**config.mk**
```make
export PLATFORM = sky130hd
export DESIGN_NAME = s_term_ram_io_access_ctrl
export DESIGN_NICKNAME = d
export VERILOG_FILES = /design/src/rtl/ram_io_pkg.sv /design/src/rtl/ram_io_rsp_fifo.sv /design/src/rtl/s_term_ram_io_access_ctrl.sv
export SDC_FILE = /design/constraint.sdc
export NUM_CORES = 1
export LEC_CHECK = 0
export CORE_ASPECT_RATIO = 1.25
export CORE_MARGIN = 1
export CORE_UTILIZATION = 46
export DETAILED_ROUTE_END_ITERATION = 8
export DONT_BUFFER_PORTS = 1
export PLACE_DENSITY = 0.66
export SLEW_MARGIN = 40
export SYNTH_ARGS = -nofsm -noshare
export SYNTH_HDL_FRONTEND = slang
export SYNTH_SLANG_ARGS = --single-unit
```
**constraint.sdc**
```tcl
create_clock -name UserCLK -period 4.6 [get_ports UserCLK]
set_input_delay 1.38 -clock UserCLK [delete_from_list [all_inputs] [get_ports UserCLK]]
set_output_delay 1.38 -clock UserCLK [all_outputs]
set_load 0.01 [all_outputs]
```
**src/rtl/ram_io_pkg.sv**
```systemverilog
`default_nettype none
// ============================================================================
// Module   : ram_io_pkg
// Brief    : Shared types and width helpers for the south-terminal RAM_IO
//            access controller.
// Revision : 1.0 - initial release
// ============================================================================
package ram_io_pkg;

  // Access-controller operating state
  typedef enum logic [1:0] {
    ST_ACTIVE = 2'd0,
    ST_SLEEP  = 2'd1,
    ST_WAKE   = 2'd2
  } state_t;

  // Default geometry, also used as the default pointer/counter sizing
  localparam int DEF_FIFO_DEPTH = 4;
  localparam int DEF_FIFO_PTR_W = $clog2(DEF_FIFO_DEPTH) + 1;
  localparam int DEF_CNT_W      = 7;

  // Pointer width with one extra wrap bit so full and empty are distinct
  function automatic int fifo_ptr_w(input int depth);
    return $clog2(depth) + 1;
  endfunction

  // Width of a down/up counter that must hold values 0..max_val
  function automatic int cnt_w(input int max_val);
    return (max_val < 2) ? 1 : $clog2(max_val + 1);
  endfunction

endpackage
`default_nettype wire

```
**src/rtl/ram_io_rsp_fifo.sv**
```systemverilog
`default_nettype none
// ============================================================================
// Module   : ram_io_rsp_fifo
// Brief    : Synchronous response FIFO with occupancy count and a registered
//            head word that holds its last value once the FIFO drains.
// Revision : 1.0 - initial release
// ============================================================================
module ram_io_rsp_fifo #(
  parameter int DATA_W = 32,
  parameter int DEPTH  = 4
) (
  input  logic                   i_clk,
  input  logic                   i_rst,
  input  logic                   i_push,
  input  logic [DATA_W-1:0]      i_push_data,
  input  logic                   i_pop,
  output logic [$clog2(DEPTH):0] o_count,
  output logic [DATA_W-1:0]      o_head_data
);

  localparam int PTR_W = $clog2(DEPTH) + 1;
  localparam int IDX_W = PTR_W - 1;

  logic [DATA_W-1:0] r_mem [DEPTH];
  logic [PTR_W-1:0]  r_wr_ptr;
  logic [PTR_W-1:0]  r_rd_ptr;
  logic [DATA_W-1:0] r_head;
  logic [PTR_W-1:0]  w_count;
  logic              w_pop;
  logic [IDX_W-1:0]  w_rd_next_idx;

  assign w_count       = r_wr_ptr - r_rd_ptr;
  assign w_pop         = i_pop && (w_count != '0);
  assign w_rd_next_idx = r_rd_ptr[IDX_W-1:0] + IDX_W'(1);
  assign o_count       = w_count;
  assign o_head_data   = r_head;

  // Storage array: written on every push, never reset
  always_ff @(posedge i_clk) begin
    if (i_push) begin
      r_mem[r_wr_ptr[IDX_W-1:0]] <= i_push_data;
    end
  end

  // Pointers and head register; head tracks the word that will be at the
  // front after this edge, so it needs no read-port mux on the output
  always_ff @(posedge i_clk) begin
    if (i_rst) begin
      r_wr_ptr <= '0;
      r_rd_ptr <= '0;
      r_head   <= '0;
    end else begin
      if (i_push) begin
        r_wr_ptr <= r_wr_ptr + PTR_W'(1);
      end
      if (w_pop) begin
        r_rd_ptr <= r_rd_ptr + PTR_W'(1);
      end
      if (i_push && ((w_count == '0) || ((w_count == PTR_W'(1)) && w_pop))) begin
        r_head <= i_push_data;
      end else if (w_pop && (w_count > PTR_W'(1))) begin
        r_head <= r_mem[w_rd_next_idx];
      end
    end
  end

  // Credit flow control upstream must make a push into a full FIFO impossible
  a_no_overflow : assert property (@(posedge i_clk) disable iff (i_rst)
    !(i_push && (w_count == PTR_W'(DEPTH))));

endmodule
`default_nettype wire

```
**src/rtl/s_term_ram_io_access_ctrl.sv**
```systemverilog
`default_nettype none
// ============================================================================
// Module   : s_term_ram_io_access_ctrl
// Brief    : Fabric-to-SRAM access sequencer for the south-terminal RAM_IO
//            tile: request issue, fixed-latency read capture into a credited
//            response FIFO, and idle sleep/wake sequencing of the macro.
// Revision : 1.0 - initial release
// ============================================================================
module s_term_ram_io_access_ctrl
  import ram_io_pkg::*;
#(
  parameter int ADDR_W       = 10,
  parameter int DATA_W       = 32,
  parameter int RD_LAT       = 2,
  parameter int FIFO_DEPTH   = DEF_FIFO_DEPTH,
  parameter int IDLE_TIMEOUT = 64,
  parameter int WAKE_CYCLES  = 3
) (
  input  logic              UserCLK,
  input  logic              reset,
  input  logic              req_valid,
  output logic              req_ready,
  input  logic              req_we,
  input  logic [ADDR_W-1:0] req_addr,
  input  logic [DATA_W-1:0] req_wdata,
  output logic              rsp_valid,
  input  logic              rsp_ready,
  output logic [DATA_W-1:0] rsp_data,
  output logic              ram_ce,
  output logic              ram_we,
  output logic [ADDR_W-1:0] ram_addr,
  output logic [DATA_W-1:0] ram_wdata,
  input  logic [DATA_W-1:0] ram_rdata,
  output logic              ram_sleep,
  output logic              busy
);

  localparam int PTR_W  = fifo_ptr_w(FIFO_DEPTH);
  localparam int OUT_W  = PTR_W + 1;
  localparam int IDLE_W = cnt_w(IDLE_TIMEOUT);
  localparam int WAKE_W = cnt_w(WAKE_CYCLES);

  state_t            r_state;
  logic [IDLE_W-1:0] r_idle_cnt;
  logic [WAKE_W-1:0] r_wake_cnt;
  logic              r_sleep;
  logic              r_ce;
  logic              r_we;
  logic [ADDR_W-1:0] r_addr;
  logic [DATA_W-1:0] r_wdata;
  logic [RD_LAT-1:0] r_rd_pipe;

  logic [PTR_W-1:0]  w_fifo_count;
  logic              w_fifo_full;
  logic              w_rsp_valid;
  logic              w_pop_credit;
  logic [OUT_W-1:0]  w_inflight;
  logic [OUT_W-1:0]  w_outstanding;
  logic              w_req_ready;
  logic              w_accept;
  logic              w_push;

  // Reads in flight: the issue stage on the SRAM pins plus every latency stage
  always_comb begin
    w_inflight = OUT_W'(r_ce & ~r_we);
    for (int i = 0; i < RD_LAT; i++) begin
      w_inflight = w_inflight + OUT_W'(r_rd_pipe[i]);
    end
  end

  // A pop frees its slot for this cycle's read unless the FIFO is full; in
  // that case inflight is zero and the freed credit only shows next cycle.
  assign w_rsp_valid   = (w_fifo_count != '0);
  assign w_fifo_full   = (w_fifo_count == PTR_W'(FIFO_DEPTH));
  assign w_pop_credit  = w_rsp_valid && rsp_ready && !w_fifo_full;
  assign w_outstanding = OUT_W'(w_fifo_count) + w_inflight - OUT_W'(w_pop_credit);
  assign w_req_ready   = !reset && (r_state == ST_ACTIVE) &&
                         (req_we || (w_outstanding < OUT_W'(FIFO_DEPTH)));
  assign w_accept      = req_valid && w_req_ready;
  assign w_push        = r_rd_pipe[RD_LAT-1];

  assign req_ready = w_req_ready;
  assign rsp_valid = w_rsp_valid;
  assign ram_ce    = r_ce;
  assign ram_we    = r_we;
  assign ram_addr  = r_addr;
  assign ram_wdata = r_wdata;
  assign ram_sleep = r_sleep;
  assign busy      = (w_inflight != '0) || w_rsp_valid || (r_state == ST_WAKE);

  ram_io_rsp_fifo #(
    .DATA_W (DATA_W),
    .DEPTH  (FIFO_DEPTH)
  ) u_rsp_fifo (
    .i_clk       (UserCLK),
    .i_rst       (reset),
    .i_push      (w_push),
    .i_push_data (ram_rdata),
    .i_pop       (rsp_ready),
    .o_count     (w_fifo_count),
    .o_head_data (rsp_data)
  );

  // Issue stage and read-latency tracker
  always_ff @(posedge UserCLK) begin
    if (reset) begin
      r_ce      <= 1'b0;
      r_we      <= 1'b0;
      r_addr    <= '0;
      r_wdata   <= '0;
      r_rd_pipe <= '0;
    end else begin
      r_ce <= w_accept;
      r_we <= w_accept && req_we;
      if (w_accept) begin
        r_addr  <= req_addr;
        r_wdata <= req_wdata;
      end
      r_rd_pipe[0] <= r_ce && !r_we;
      for (int i = 1; i < RD_LAT; i++) begin
        r_rd_pipe[i] <= r_rd_pipe[i-1];
      end
    end
  end

  // Power state machine: idle timeout into sleep, timed wake on demand
  always_ff @(posedge UserCLK) begin
    if (reset) begin
      r_state    <= ST_ACTIVE;
      r_idle_cnt <= '0;
      r_wake_cnt <= '0;
      r_sleep    <= 1'b0;
    end else begin
      case (r_state)
        ST_ACTIVE: begin
          if (w_accept || w_rsp_valid) begin
            r_idle_cnt <= '0;
          end else if ((w_inflight == '0) && (IDLE_TIMEOUT != 0)) begin
            if (r_idle_cnt == IDLE_W'(IDLE_TIMEOUT - 1)) begin
              r_state    <= ST_SLEEP;
              r_sleep    <= 1'b1;
              r_idle_cnt <= '0;
            end else begin
              r_idle_cnt <= r_idle_cnt + IDLE_W'(1);
            end
          end
        end
        ST_SLEEP: begin
          if (req_valid) begin
            r_state    <= ST_WAKE;
            r_sleep    <= 1'b0;
            r_wake_cnt <= WAKE_W'(WAKE_CYCLES - 1);
          end
        end
        ST_WAKE: begin
          if (r_wake_cnt == '0) begin
            r_state    <= ST_ACTIVE;
            r_idle_cnt <= '0;
          end else begin
            r_wake_cnt <= r_wake_cnt - WAKE_W'(1);
          end
        end
        default: begin
          r_state <= ST_ACTIVE;
          r_sleep <= 1'b0;
        end
      endcase
    end
  end

endmodule
`default_nettype wire
```
After elaboration in Yosys (flattened, before gate mapping)
Memory sizes are Yosys's and may differ from the RTL's.
Index checks and enable logic that the tools add are counted.
W data, S select, Z words.
{"block": "op_classes", "addsub": 10, "n_lt_le_gt_ge": 2, "n_eq_ne": 12, "n_mux": 22, "n_bitwise": 3, "n_reduce_logical": 31}
{"op": "$mux W32", "n": 2}
{"op": "$mux W7", "n": 4}
{"op": "$pmux W7 S2", "n": 1}
{"op": "$mux W2", "n": 6}
{"op": "$logic_and A1 B1 Y1", "n": 10}
{"op": "$reduce_and A5 Y1", "n": 2}
{"op": "$add A4 B1 Y4", "n": 2}
{"op": "$add A7 B1 Y7 const B", "n": 1}
{"op": "$eq A7 B6 Y1 const B", "n": 1}
{"op": "$add A3 B1 Y3 const B", "n": 2}
{"op": "$mux W1", "n": 6}
{"op": "$ne A2 B1 Y1 const B", "n": 3}
{"op": "$ne A2 B2 Y1 const B", "n": 3}
{"op": "$pmux W2 S3", "n": 1}
{"op": "$reduce_and A3 Y1", "n": 2}
{"op": "$reduce_bool A2 Y1", "n": 3}
{"op": "$logic_or A1 B1 Y1", "n": 5}
{"op": "$add A3 B4 Y4", "n": 1}
{"op": "$and A1 B4 Y4", "n": 1}
{"op": "$logic_not A2 Y1", "n": 2}
{"op": "$logic_not A4 Y1", "n": 1}
{"op": "$lt A4 B3 Y1 const B", "n": 1}
{"op": "$not A1 Y4", "n": 1}
{"op": "$pmux W2 S2", "n": 1}
{"op": "16 further kinds", "n": 18}
{"block": "word_totals", "ff_bits": 96, "ram_bits": 128, "input_bits": 79, "n_memories": 1}
{"name": "u_rsp_fifo.r_mem", "words": 4, "word_bits": 32, "read_ports": 1, "rd_clocked_by_memory_dff": 0, "wr": 1, "line_no": "ram_io_rsp_fifo.sv:24", "text": "logic [DATA_W-1:0] r_mem [DEPTH];"}

Depth between registers and ports, before layout
Gate-level depths: netlist of run 1.
{"block": "depth", "ltp_word": 13, "ltp_mapped": 15, "mapped_depth_nobuf": 14}

Cells and area by module
Synthesis of run 1 repeated with hierarchy kept, for this count alone.
{"block": "hier_totals", "hier_cells": 642, "hier_area_um2": 9037.4}
{"mod": "ram_io_rsp_fifo", "instances": 1, "cells_per_inst": 394, "area_each_um2": 6627.6}
{"mod": "s_term_ram_io_access_ctrl", "instances": 1, "cells_per_inst": 248, "area_each_um2": 2409.8}

Least setup slack after synthesis of run 1
Ideal clock, no wire load.
{"block": "synth_timing", "path_kind": "input to output", "startpoint": "input port rsp_ready", "endpoint": "output port req_ready", "arrival_time_ns": 2.836, "t_required_ns": 3.220, "path_slack_ns": 0.384, "path_stages": 8, "path_buffers": 0, "cell_sequence": "a21boi_0 -> ha_1 -> inv_1 -> ha_1 -> and3b_1 -> o211ai_1 -> o311ai_4 -> and2_1"}
{"block": "synth_between", "elab_chain_len": 6}
{"element": "start: declaration", "line_no": "s_term_ram_io_access_ctrl.sv:27", "text": "input logic rsp_ready,"}
{"element": "$logic_and A1 B1 Y1 (2 in series)", "line_no": "s_term_ram_io_access_ctrl.sv:75", "text": "assign w_pop_credit = w_rsp_valid && rsp_ready && !w_fifo_full;"}
{"element": "$sub A4 B1 Y4", "line_no": "s_term_ram_io_access_ctrl.sv:76", "text": "assign w_outstanding = OUT_W'(w_fifo_count) + w_inflight - OUT_W'(w_pop_credit);"}
{"element": "$lt A4 B3 Y1", "line_no": "s_term_ram_io_access_ctrl.sv:78", "text": "(req_we || (w_outstanding < OUT_W'(FIFO_DEPTH)));"}
{"element": "$logic_or A1 B1 Y1", "line_no": "s_term_ram_io_access_ctrl.sv:78"}
{"element": "$logic_and A1 B1 Y1", "line_no": "s_term_ram_io_access_ctrl.sv:77", "text": "assign w_req_ready = !reset && (r_state == ST_ACTIVE) &&"}
{"element": "end: declaration", "line_no": "s_term_ram_io_access_ctrl.sv:22", "text": "output logic req_ready,"}
Every way passes these cells.

Worst setup path in the final report of run 1
{"block": "layout_timing", "startpoint": "register u_rsp_fifo.r_wr_ptr[0]", "endpoint": "output port req_ready"}
{"block": "layout_between", "elab_chain_len": 8, "word_cells_on_any_way": 11, "cone_classes": "add/sub: 3; order compare: 1; eq/ne: 1; reduce/logical: 6"}
{"element": "start: declaration", "line_no": "ram_io_rsp_fifo.sv:25", "text": "logic [PTR_W-1:0] r_wr_ptr;"}
{"element": "start signal: assignment", "line_no": "ram_io_rsp_fifo.sv:54", "text": "r_wr_ptr <= r_wr_ptr + PTR_W'(1);"}
{"element": "$sub A3 B3 Y3 *", "line_no": "ram_io_rsp_fifo.sv:32", "text": "assign w_count = r_wr_ptr - r_rd_ptr;"}
{"element": "branches (longest 3 deep; another with $add A3 B4 Y4)"}
{"element": "$sub A4 B1 Y4 *", "line_no": "s_term_ram_io_access_ctrl.sv:76"}
{"element": "$lt A4 B3 Y1 *", "line_no": "s_term_ram_io_access_ctrl.sv:78"}
{"element": "$logic_or A1 B1 Y1 *", "line_no": "s_term_ram_io_access_ctrl.sv:78"}
{"element": "$logic_and A1 B1 Y1 *", "line_no": "s_term_ram_io_access_ctrl.sv:77"}
Every way passes the cells marked *.

==> results by group, run 1 <==
STA
  • RSZ-0062 raised after global routing: false
  • Final Hold Vio Count: 0
  • Min Tclk post-route: about 4.5 ns
  • Clock Skews: roughly 0.0074 ns
  • Setup TNS: 0 ns
  • Hold Worst Slack: 0.470 ns
  • Final worst-path cycle share: between 90 and 100%
  • Rel. slew slack: roughly half
  • Max Clock Freq: 223 MHz
  • Final setup fails: 0
  • Worst-Margin Slew: between 0.7 and 0.8 ns
  • Slew Viols, Final: 0

Critical path
  • Startpoint class of the critical path: flop
  • CP required: 3.22 ns
  • FF-to-FF path depth: 15
  • Setup CP Type: reg2out
  • WP data arrival: 3.10 ns
  • Worst r2r src: u_rsp_fifo.r_wr_ptr[0]$_SDFFE_PP0P_
  • Crit end category: output pin
  • Worst r2r dst: r_idle_cnt[5]$_SDFFE_PP0P_
  • R2R Setup Slk: between 0.6 and 0.7 ns
  • Largest fanout on the critical path: 5

Routing
  • Avg Vias per Cell: between 5 and 6
  • WL per Instance: around 20 um
  • Via Count: ~5000
  • Post-route antenna net violation count: 0
  • Initial drt markers: roughly 280
  • Residual DRC: 23
  • Total wire length: 17.6 mm
  • Total iterations of the first detailed-routing run: 6

Min path
  • Worst Hold Depth: 2
  • Hold Startpoint: r_idle_cnt[6]$_SDFFE_PP0P_
  • Endpoint with the worst hold slack: r_idle_cnt[6]$_SDFFE_PP0P_
  • Worst Hold Class: reg2reg

Cells and area
  • Share of layout cells above drive strength 1: between 10% and 20%
  • Final instance area: between 0.009 and 0.01 mm^2
  • Fill cells: between 1500 and 2000
  • Final Net Count: 729
  • Non-filler cells, final: a little under 900
  • Synthesis-to-layout area growth: 11.6%

Clock tree
  • Later-pin clock latency in the skew report: approximately 0.50 ns
  • CTS Sinks: ~220
  • Clock transition at path regs: 0.06 ns
  • Cts bufs inserted: 22
  • CTS Root Cell: clkbuf_16
  • Hold_buf cts: 0
  • H-tree Lvls: 1
  • CTS tree: done
  • Clock Tree Buf Depth: 3

GRT
  • First-pass GRT wire length: between 20 and 30 mm
  • Vias in the first global route: ~5000
  • Gr usage total: approximately 18%
  • Initial antenna violation count: 2
  • Pin count of the biggest net entering global routing: 96
  • Gr ovfl total: 0

Floorplan
  • Top Ports: about 160
  • Die width: approximately 130 um
  • Die H: 156 um
  • Starting Density: between 40% and 50%
  • Core footprint: approximately 0.019 mm^2
  • FP Rows: 56
  • Die area: between 0.015 and 0.02 mm^2

Status
  • Run status: finished, violations left
  • Violated checks: DRC

Power
  • Peak supply drop: 0.311 mV
  • Power Dens Cells: about 580 mW/mm^2
  • Static leakage: 3.39 nW
  • Pwr Total: 5.64 mW

Synthesis
  • Ys flop type: edfxtp_1
  • Synthesis-stage register bit count: between 200 and 250
  • Unique cell type count in the Yosys netlist: 45
  • Synth Net Count: between 700 and 800
  • Asr flop ratio synth: 0%
  • Warnings, synthesis: 0
  • Post-synthesis sequential area ratio: about two thirds
  • Post-synth EDFFs: 128
  • Synth Cell Area: around 0.0087 mm^2
  • Syn Inst Count: 641
  • Mean Syn Cell Area: 13.6 um^2

Place
  • GPL Wtd Cong: a little under 0.8
  • Placed cells: approximately 840
  • Post-DP HPWL: roughly 11 mm
  • Area after DPL: approximately 0.009 mm^2
  • PortBufs: 0

Run
  • Number of max-cap violations: 0
==> critical path, cell delays in order, from the launching register on <==
cell and delay (ns):
dfxtp_4 0.36, inv_1 0.10, ha_2 0.19, fa_2 0.50, ha_1 0.31, inv_1 0.04, ha_1 0.27, and3b_2 0.23
o211ai_1 0.25, o311ai_4 0.16, and2_4 0.19
==> cells in the mapped netlist, drive strengths merged, types with 11 or more instances <==
library cell | number | area (um^2)
mux2i | 36 | 360
inv | 13 | 48.8
a21oi | 46 | 230
nor2 | 47 | 176
dfxtp | 96 | 1920
clkbuf | 25 | 93.8
mux4 | 32 | 721
buf | 12 | 55.1
nand2 | 95 | 364
a211oi | 33 | 248
ha | 11 | 138
edfxtp | 128 | 3840
==> cell usage in the layout, fill, tap and decap left out, types with 3 or more instances in the layout <==
master / instances
edfxtp_1: 128
dfxtp_1: 94
nand2_1: 93
nor2_1: 47
a21oi_1: 46
mux2i_1: 36
a211oi_1: 33
mux4_2: 32
clkbuf_16: 23
inv_1: 12
ha_1: 9
buf_4: 9
nand3_1: 6
nor2b_1: 6
nor3_1: 6
nand2b_1: 6
and2_4: 5
o21ai_0: 5
clkinv_1: 4
clkinvlp_4: 4
clkbuf_1: 3
bufinv_16: 3
clkinv_2: 3
==> worst max path at each step <==
stage	end	startpoint	slack, ns	cells past startpoint
global route	req_ready	u_rsp_fifo.r_wr_ptr[0]$_SDFFE_PP0P_	0.01	10
floorplan	req_ready	rsp_ready	0.38	8
finish	req_ready	u_rsp_fifo.r_wr_ptr[0]$_SDFFE_PP0P_	0.12	10
detailed placement	req_ready	rsp_ready	0.27	8
CTS	req_ready	u_rsp_fifo.r_wr_ptr[0]$_SDFFE_PP0P_	0.01	11
global placement	req_ready	rsp_ready	0.31	8
==> registers in the layout, summed over array words and instances (netlist names) <==
register	cells
r_idle_cnt	7
r_rd_pipe	2
r_state	2
r_wake_cnt	2
ram_addr	10
ram_ce	1
ram_sleep	1
ram_wdata	32
ram_we	1
u_rsp_fifo.o_head_data	32
u_rsp_fifo.r_mem	128
u_rsp_fifo.r_rd_ptr	3
u_rsp_fifo.r_wr_ptr	3
==> where the power goes <==
group          switching, mW  total [mW]  leakage [nW]  internal, mW
Combinational          0.727        1.31          1.10         0.579
Clock                  0.728        1.81         0.348          1.08
Sequential             0.212        2.53          1.94          2.31
==> stage by stage <==
stage,utilization (%),setup slack (ns)
floorplan,-,0.384
global placement,47.9,0.307
detailed placement,47.9,0.274
CTS,51.9,0.0104
global route,52.1,0.0114
finish,52.1,0.119
==> per-layer routing <==
metal	GRT usage [%]	vias to the layer above	part of all wire [%]
li1	-	2362	-
met1	20.4	2385	39
met2	32.8	197	51
met3	4.42	41	6.9
met4	7.78	0	3.1
met5	0	-	0
==> cell type report <==
class / count / area [um^2] / area share [%]
Tap cell: 232 / 290 / 2.98
Clock inverter: 14 / 150 / 1.54
Sequential cell: 224 / 5770 / 59.2
Timing Repair Buffer: 9 / 67.6 / 0.693
Clock buffer: 26 / 587 / 6.02
Inverter: 13 / 48.8 / 0.501
Antenna cell: 2 / 5.00 / 0.0513
Multi-Input combinational cell: 367 / 2830 / 29.0
==> kinds of logic (layout without fill, tap and decap cells) <==
family / Yosys count / after routing / synth area share, %
flops: 224 / 224 / 66.0
simple gates: 180 / 180 / 8.82
compound gates: 100 / 100 / 7.66
mux: 68 / 68 / 12.4
buf+inv: 50 / 62 / 2.26
fa+ha+maj: 13 / 13 / 2.03
xor+xnor: 6 / 6 / 0.859
other cells: 0 / 2 / 0
==> repair_timing <==
item / 4_1_cts / 5_1_grt
setup buffers: 1 / 2
pin swaps: 2 / 3
resized for setup: 2 / 6
endpoints found under the setup margin: 1 / 1
(Power assumes the default switching activity.)
==> run 2: changes to the inputs <==
--- a/config.mk
+++ b/config.mk
@@ -10,7 +10,7 @@
 export CORE_UTILIZATION = 46
 export DETAILED_ROUTE_END_ITERATION = 8
 export DONT_BUFFER_PORTS = 1
-export PLACE_DENSITY = 0.66
+export PLACE_DENSITY_LB_ADDON = 0.1
 export SLEW_MARGIN = 40
 export SYNTH_ARGS = -nofsm -noshare
 export SYNTH_HDL_FRONTEND = slang
==> run 2 against run 1 <==
  * The run still ends with DRC left
  * Total power increased by 1.4%
  * Routed wire length decreased by 1.2%
  * Die area unchanged
  * Worst setup slack improved by 0.070 ns
  * Register-to-register slack improved by 0.30 ns
  * Sequential power about the same
  * Largest cell class unchanged
==> results by group, run 2 (synthesis results as in run 1) <==
Floorplan
  • Die H: 156 um (unchanged)
  • Die width: 125 um (unchanged)
  • Core footprint: 0.0187 mm^2 (unchanged)
  • Starting Density: 46.7% (unchanged)
  • FP Rows: 56 (unchanged)
  • Top Ports: 159 (unchanged)
  • Die area: 0.0196 mm^2 (unchanged)

Clock tree
  • H-tree Lvls: 1 (unchanged)
  • CTS Sinks: 224 (unchanged)
  • Cts bufs inserted: 23 (+4.5%)
  • CTS tree: done
  • Hold_buf cts: 0 (unchanged)
  • Clock Tree Buf Depth: 3 (unchanged)
  • Later-pin clock latency in the skew report: 0.50 ns (about the same)
  • CTS Root Cell: clkbuf_16
  • Clock transition at path regs: 0.06 ns (about the same)

Critical path
  • Largest fanout on the critical path: 4 (-1)
  • CP required: 3.22 ns (about the same)
  • Highest-delay cell along the critical path: fa_2
  • R2R Setup Slk: 0.99 ns (+0.30 ns)
  • CP top delay family: adder cells
  • Startpoint class of the critical path: flop
  • Crit end category: output pin
  • Crit path cell chain: inv_2, ha_2, fa_2, a21boi_2, ha_1, inv_1, ha_1, and3b_2, o211ai_1, o311ai_4, and2_4
  • Worst Path Buf+Inv: 2 (unchanged)
  • Most frequent CP cell: ha_1
  • Max incr delay on CP: 0.61 ns (+0.11 ns)
  • WP data arrival: 3.03 ns (-0.07 ns)
  • Setup CP Type: reg2out

Cells and area
  • Commonest non-fill, non-tap cell in the layout: edfxtp_1
  • Leading cell types in the layout, fill and taps excluded: edfxtp_1, dfxtp_1, nand2_1
  • Final Net Count: 730 (+0.14%)
  • Antenna Cells: 0 (-2)
  • Share of layout cells above drive strength 1: 15.9% (+1.0 points)
  • Final instance area: 0.00982 mm^2 (+0.71%)
  • Max FFs per register: 128 (unchanged)
  • Layout Utilization: 52.5% (+0.37 points)
  • Synthesis-to-layout area growth: 12.4%

STA
  • Slew Viols, Final: 0 (unchanged)
  • RSZ-0062 raised after global routing: false
  • Max Clock Freq: 227 MHz (+1.6%)
  • Min Tclk post-route: 4.41 ns (-0.0700 ns)
  • Setup TNS: 0 ns (unchanged)
  • Rel. slew slack: 51.0% (-0.40 points)
  • Final setup fails: 0 (unchanged)
  • Final worst-path cycle share: 95.9% (-1.5 points)
  • Setup slack after layout: 0.189 ns (+0.0700 ns)
  • Worst-Margin Slew: 0.734 ns (+0.0243 ns)
  • Final Hold Vio Count: 0 (unchanged)
  • Clock Skews: 0.0115 ns (+0.00406 ns)

Run
  • Number of max-cap violations: 0 (unchanged)

Routing
  • Post-route antenna net violation count: 0 (unchanged)
  • Residual DRC: 21 (-8.7%)
  • Total wire length: 17.4 mm (-1.2%)
  • Total iterations of the first detailed-routing run: 7 (+1)
  • Initial drt markers: 252 (-9.7%)
  • WL per Instance: 19.7 um (-1.0%)
  • Avg Vias per Cell: 5.62 (about the same)
  • Via Count: 4980 (-0.10%)

GRT
  • Gr ovfl total: 0 (unchanged)
  • First-pass GRT wire length: 27.2 mm (-0.61%)
  • Gr usage total: 17.9% (-0.22 points)
  • Initial antenna violation count: 0 (-2)
  • Pin count of the biggest net entering global routing: 96 (unchanged)
  • Vias in the first global route: 5079 (+1.2%)

Status
  • Run status: finished, violations left
  • Violated checks: DRC

Place
  • Area after DPL: 0.00897 mm^2 (about the same)
  • Post-DP HPWL: 10.4 mm (-4.7%)
  • GPL Wtd Cong: 0.803 (+2.1%)
  • Dpl ws: 0.285 ns (+0.0114 ns)
  • PortBufs: 0 (unchanged)

Power
  • Static leakage: 3.43 nW (+1.3%)
  • Peak supply drop: 0.372 mV (+20%)
  • Power Dens Cells: 582 mW/mm^2 (+0.65%)

Min path
  • Worst Hold Class: reg2reg
-- run 2: path summary, 6_finish.rpt --
| path | startpoint | to | cells past startpoint |
|---|---|---|---|
| setup reg to reg | u_rsp_fifo.r_wr_ptr[0]$_SDFFE_PP0P_ | r_idle_cnt[1]$_SDFFE_PP0P_ | 15 |
| hold / removal | r_idle_cnt[6]$_SDFFE_PP0P_ | r_idle_cnt[6]$_SDFFE_PP0P_ | 2 |
| setup / recovery | u_rsp_fifo.r_wr_ptr[0]$_SDFFE_PP0P_ | req_ready | 11 |
| hold reg to reg | r_idle_cnt[6]$_SDFFE_PP0P_ | r_idle_cnt[6]$_SDFFE_PP0P_ | 2 |
-- run 2: report_power, final --
part | switching (mW) | total [mW] | internal (mW)
sequential | 0.213 | 2.53 | 2.31
combinational | 0.715 | 1.30 | 0.589
clock | 0.728 | 1.89 | 1.16
total | 1.66 | 5.72 | 4.06
-- run 2: final cells by class --
type                       count  area (um^2)
fill                        1550         8890
sequential                   224         5770
tap                          232          290
timing repair buffer           9         67.6
clock buffer                  36          738
clock inverter                 5         55.1
inverter                      13         48.8
multi-input combinational    367         2850
-- run 2: per-stage QoR --
| step | hold WS (ns) | instances | total power [mW] |
|---|---|---|---|
| after detailed placement | 0.472 | 842 | 3.86 |
| after global placement | 0.460 | 842 | 3.83 |
| after floorplan | 0.440 | 641 | 3.55 |
| after CTS | 0.481 | 884 | 5.77 |
| after global routing | 0.498 | 886 | 6.02 |
| final | 0.483 | 886 | 5.72 |
-- run 2: per-layer routing --
layer	wire length, um	GRT usage (%)	share of wire, %	up-vias
li1	-	-	-	2362
met1	6940	21.1	40	2437
met2	8860	32.1	51	154
met3	1300	4.60	7.5	27
met4	303	5.34	1.7	0
met5	0	0	0	-
-- run 2: tightest hold or removal path, stage by stage, from the launching register on --
cell	delay [ns]
dfxtp_1	0.33
nand2b_1	0.07
a21oi_1	0.04
-- run 2: what timing repair did --
item | in CTS | in global routing
gates resized for setup | 2 | 8
cloned | 0 | 0
pin swaps | 2 | 3
buffers inserted | 1 | 2
endpoints found under the setup margin | 1 | 1
==> run 3: changes to the inputs <==
--- a/config.mk
+++ b/config.mk
@@ -14,4 +14,5 @@
 export SLEW_MARGIN = 40
 export SYNTH_ARGS = -nofsm -noshare
 export SYNTH_HDL_FRONTEND = slang
+export SYNTH_HIERARCHICAL = 1
 export SYNTH_SLANG_ARGS = --single-unit
==> run 3 against run 2 <==
  * Final cell count is 3.2% higher
  * Total power is 9.2% higher
  * The run now ends clean
  * Cell area is 2.6% higher
  * Global-route usage is 1.3 points higher
  * Critical path type unchanged
  * Clock skew is 0.0029 ns lower
  * Synthesized cell count is 0.16% higher
  * Clock power is 6% lower
  * Critical path depth stayed put
  * Synthesized area is 3.4% higher
==> results by group, run 3 <==
Status
  • Run status: complete, no violations

Clock tree
  • H-tree Lvls: 1 (unchanged)
  • CTS Root Cell: clkbuf_16
  • Later-pin clock latency in the skew report: 0.51 ns (about the same)
  • CTS tree: done
  • Hold_buf cts: 0 (unchanged)
  • Clock Tree Buf Depth: 3 (unchanged)
  • Cts bufs inserted: 23 (unchanged)
  • CTS Sinks: 224 (unchanged)
  • Clock transition at path regs: 0.06 ns (about the same)

Power
  • P_sw: 2.07 mW (+25%)
  • Combinational share of power: 30.1% (+7.3 points)
  • Peak supply drop: 0.406 mV (+9.3%)
  • Reg power frac: 41.5% (-2.7 points)
  • Clock share of power: 28.4% (-4.6 points)
  • Static leakage: 3.36 nW (-2.2%)
  • Switching Share: 33.1% (+4.1 points)
  • Internal cell power: 4.17 mW (+2.8%)
  • Power Dens Cells: 620 mW/mm^2 (+6.4%)

Routing
  • Post-route antenna net violation count: 0 (unchanged)
  • Avg Vias per Cell: 5.68 (+1.1%)
  • Total iterations of the first detailed-routing run: 4 (-3)
  • Via Count: 5194 (+4.3%)
  • Residual DRC: 0 (-100%)
  • WL per Instance: 21.1 um (+7.2%)
  • Initial drt markers: 268 (+6.3%)
  • Total wire length: 19.3 mm (+11%)

Critical path
  • CP endpoint: req_ready
  • Startpoint class of the critical path: flop
  • Worst Path Buf+Inv: 3 (+1)
  • CP required: 3.22 ns (about the same)
  • Worst r2r dst: ram_wdata[4]$_SDFFE_PP0P_
  • R2R Setup Slk: 0.93 ns (-0.06 ns)
  • Max incr delay on CP: 0.50 ns (-0.11 ns)
  • Setup CP Type: reg2out
  • Levels on crit path: 11 (unchanged)
  • Crit path cell chain: inv_4, ha_4, fa_1, inv_2, o21a_1, ha_2, inv_2, ha_4, and3b_1, or4_4, a31oi_4
  • FF-to-FF path depth: 15 (unchanged)
  • Highest-delay cell along the critical path: fa_1
  • Crit end category: output pin
  • WP data arrival: 3.17 ns (+0.14 ns)
  • CP top delay family: adder cells
  • Largest fanout on the critical path: 5 (+1)
  • Worst Setup SP: u_rsp_fifo/r_wr_ptr[0]$_SDFFE_PP0P_
  • Worst r2r src: u_rsp_fifo/r_wr_ptr[0]$_SDFFE_PP0P_

Synthesis
  • Post-synth EDFFs: 128 (unchanged)
  • Cell with the most instances after synthesis: edfxtp_1
  • Syn Inst Count: 642 (+0.16%)
  • Synth top cells by count: edfxtp_1, dfxtp_1, nand2_1, nor2_1, mux2i_1
  • Synth top area share: 42.5% (-1.5 points)
  • Warnings, synthesis: 6 (+6)
  • Asr flop ratio synth: 0% (unchanged)
  • Unique cell type count in the Yosys netlist: 43 (-4.4%)
  • Synth Net Count: 735 (+0.27%)
  • Synth top area cells: edfxtp_1, dfxtp_1, mux4_2
  • Post-synthesis sequential area ratio: 63.8% (-2.2 points)
  • Largest area contributor in the netlist: edfxtp_1
  • Synthesis-stage register bit count: 224 (unchanged)
  • Ys flop type: edfxtp_1
  • Synth Cell Area: 0.00904 mm^2 (+3.4%)
  • Mean Syn Cell Area: 14.1 um^2 (+3.3%)

Cells and area
  • Final instance area: 0.0101 mm^2 (+2.6%)
  • Antenna Cells: 0 (unchanged)
  • Final Net Count: 730 (unchanged)
  • Max FFs per register: 128 (unchanged)
  • FF+latch area: 0.00577 mm^2 (unchanged)
  • Area of the multi-input gates: 0.00307 mm^2 (+7.9%)
  • Synthesis-to-layout area growth: 11.4%
  • Commonest non-fill, non-tap cell in the layout: edfxtp_1
  • Leading cell types in the layout, fill and taps excluded: edfxtp_1, dfxtp_1, nand2_1
  • Share of layout cells above drive strength 1: 20.7% (+4.8 points)
  • Fill cells: 1578 (+1.8%)
  • Layout Utilization: 53.0% (+0.56 points)

STA
  • Setup slack after layout: 0.0546 ns (-0.134 ns)
  • Final worst-path cycle share: 98.8% (+2.9 points)
  • Slew Viols, Final: 0 (unchanged)
  • Rel. slew slack: 49.6% (-1.4 points)
  • Worst-Margin Slew: 0.751 ns (+0.0170 ns)
  • Final Hold Vio Count: 0 (unchanged)
  • Max Clock Freq: 220 MHz (-3.0%)
  • Clock Skews: 0.00858 ns (-0.00291 ns)
  • Min Tclk post-route: 4.55 ns (+0.134 ns)
  • RSZ-0062 raised after global routing: true
  • Final setup fails: 0 (unchanged)

Floorplan
  • Die H: 159 um (+1.7%)
  • Core footprint: 0.0190 mm^2 (+1.5%)
  • Die width: 127 um (+1.7%)
  • Die area: 0.0202 mm^2 (+3.4%)
  • Starting Density: 47.6% (+0.89 points)
  • FP Rows: 56 (unchanged)
  • Top Ports: 159 (unchanged)

GRT
  • Gr usage total: 19.2% (+1.3 points)
  • Vias in the first global route: 5371 (+5.7%)
  • Gr ovfl total: 0 (unchanged)
  • Initial antenna violation count: 0 (unchanged)
  • Pin count of the biggest net entering global routing: 93 (-3.1%)
  • First-pass GRT wire length: 30.0 mm (+10%)

Run
  • Number of max-cap violations: 0 (unchanged)

Place
  • GPL Wtd Cong: 0.793 (-1.2%)
  • Post-DP HPWL: 10.8 mm (+4.5%)
  • Area after DPL: 0.00925 mm^2 (+3.1%)
  • Dpl ws: 0.214 ns (-0.0710 ns)
  • PortBufs: 0 (unchanged)

Min path
  • Worst Hold Class: reg2reg
[run 3: cell types whose count changed in the layout (fill, tap and decap cells not counted), sizes merged, moves of 4 or more]
cell,delta
a211oi,-32
a311oi,+32
nand2,-25
nor2,+13
mux2i,+9
a21oi,-8
buf,+5
o21ai,+5
or3,+4
[run 3: power by group through the flow]
stage               sequential [mW]  clock (mW)  combinational [mW]
floorplan                      2.57           0                1.49
finish                         2.59        1.77                1.88
global route                   2.61        1.91                2.06
detailed placement             2.63           0                1.85
CTS                            2.59        1.82                1.89
global placement               2.63           0                1.80
[run 3: layout make-up]
class,count,area share [%]
tap,261,3.24
sequential,224,57.3
clock buffer,38,7.02
multi-input combinational,359,30.5
timing repair buffer,14,1.17
inverter,15,0.584
clock inverter,3,0.186
[run 3: metal layers]
metal / GRT usage (%) / up-vias / share of wire [%]
li1: - / 2378 / -
met1: 23.8 / 2644 / 42
met2: 33.9 / 140 / 50
met3: 4.04 / 32 / 6.0
met4: 4.87 / 0 / 1.8
met5: 0 / - / 0
[run 3: how the worst min path moves through the flow]
stage | from | to | slack, ns | cells past startpoint
CTS | r_idle_cnt[6]$_SDFFE_PP0P_ | r_idle_cnt[6]$_SDFFE_PP0P_ | 0.48 | 1
global placement | r_idle_cnt[6]$_SDFFE_PP0P_ | r_idle_cnt[6]$_SDFFE_PP0P_ | 0.48 | 1
detailed placement | r_idle_cnt[6]$_SDFFE_PP0P_ | r_idle_cnt[6]$_SDFFE_PP0P_ | 0.47 | 1
floorplan | r_idle_cnt[6]$_SDFFE_PP0P_ | r_idle_cnt[6]$_SDFFE_PP0P_ | 0.44 | 1
finish | r_idle_cnt[6]$_SDFFE_PP0P_ | r_idle_cnt[6]$_SDFFE_PP0P_ | 0.48 | 1
global route | r_idle_cnt[6]$_SDFFE_PP0P_ | r_idle_cnt[6]$_SDFFE_PP0P_ | 0.49 | 1
[run 3: repair_timing]
action                                  in CTS  in global routing
pin swaps                                    5                  6
gates resized for setup                      7                  7
setup buffers                                4                  2
endpoints found under the setup margin       1                  1
cloned                                       0                  0
[run 3: through the flow]
step | hold WS, ns | TNS [ns] | cells | power, mW
2_1_floorplan | 0.443 | 0 | 642 | 4.07
3_3_place_gp | 0.475 | 0 | 867 | 4.43
3_5_place_dp | 0.469 | 0 | 867 | 4.48
4_1_cts | 0.483 | 0 | 912 | 6.30
5_1_grt | 0.489 | -0.0390 | 914 | 6.58
6_report | 0.483 | 0 | 914 | 6.24
[run 3: kinds of logic (layout without fill, tap and decap cells)]
family                   Yosys count  after routing  share of synthesized area [%]
XOR/XNOR                           6              6                          0.762
AO/OA/AOI/OAI                     95             95                           9.32
flip-flops                       224            224                           63.8
adder cells (fa/ha/maj)           14             14                           2.10
multiplexers                      77             77                           13.0
AND/OR/NAND/NOR                  167            167                           8.02
buffers and inverters             59             70                           3.05
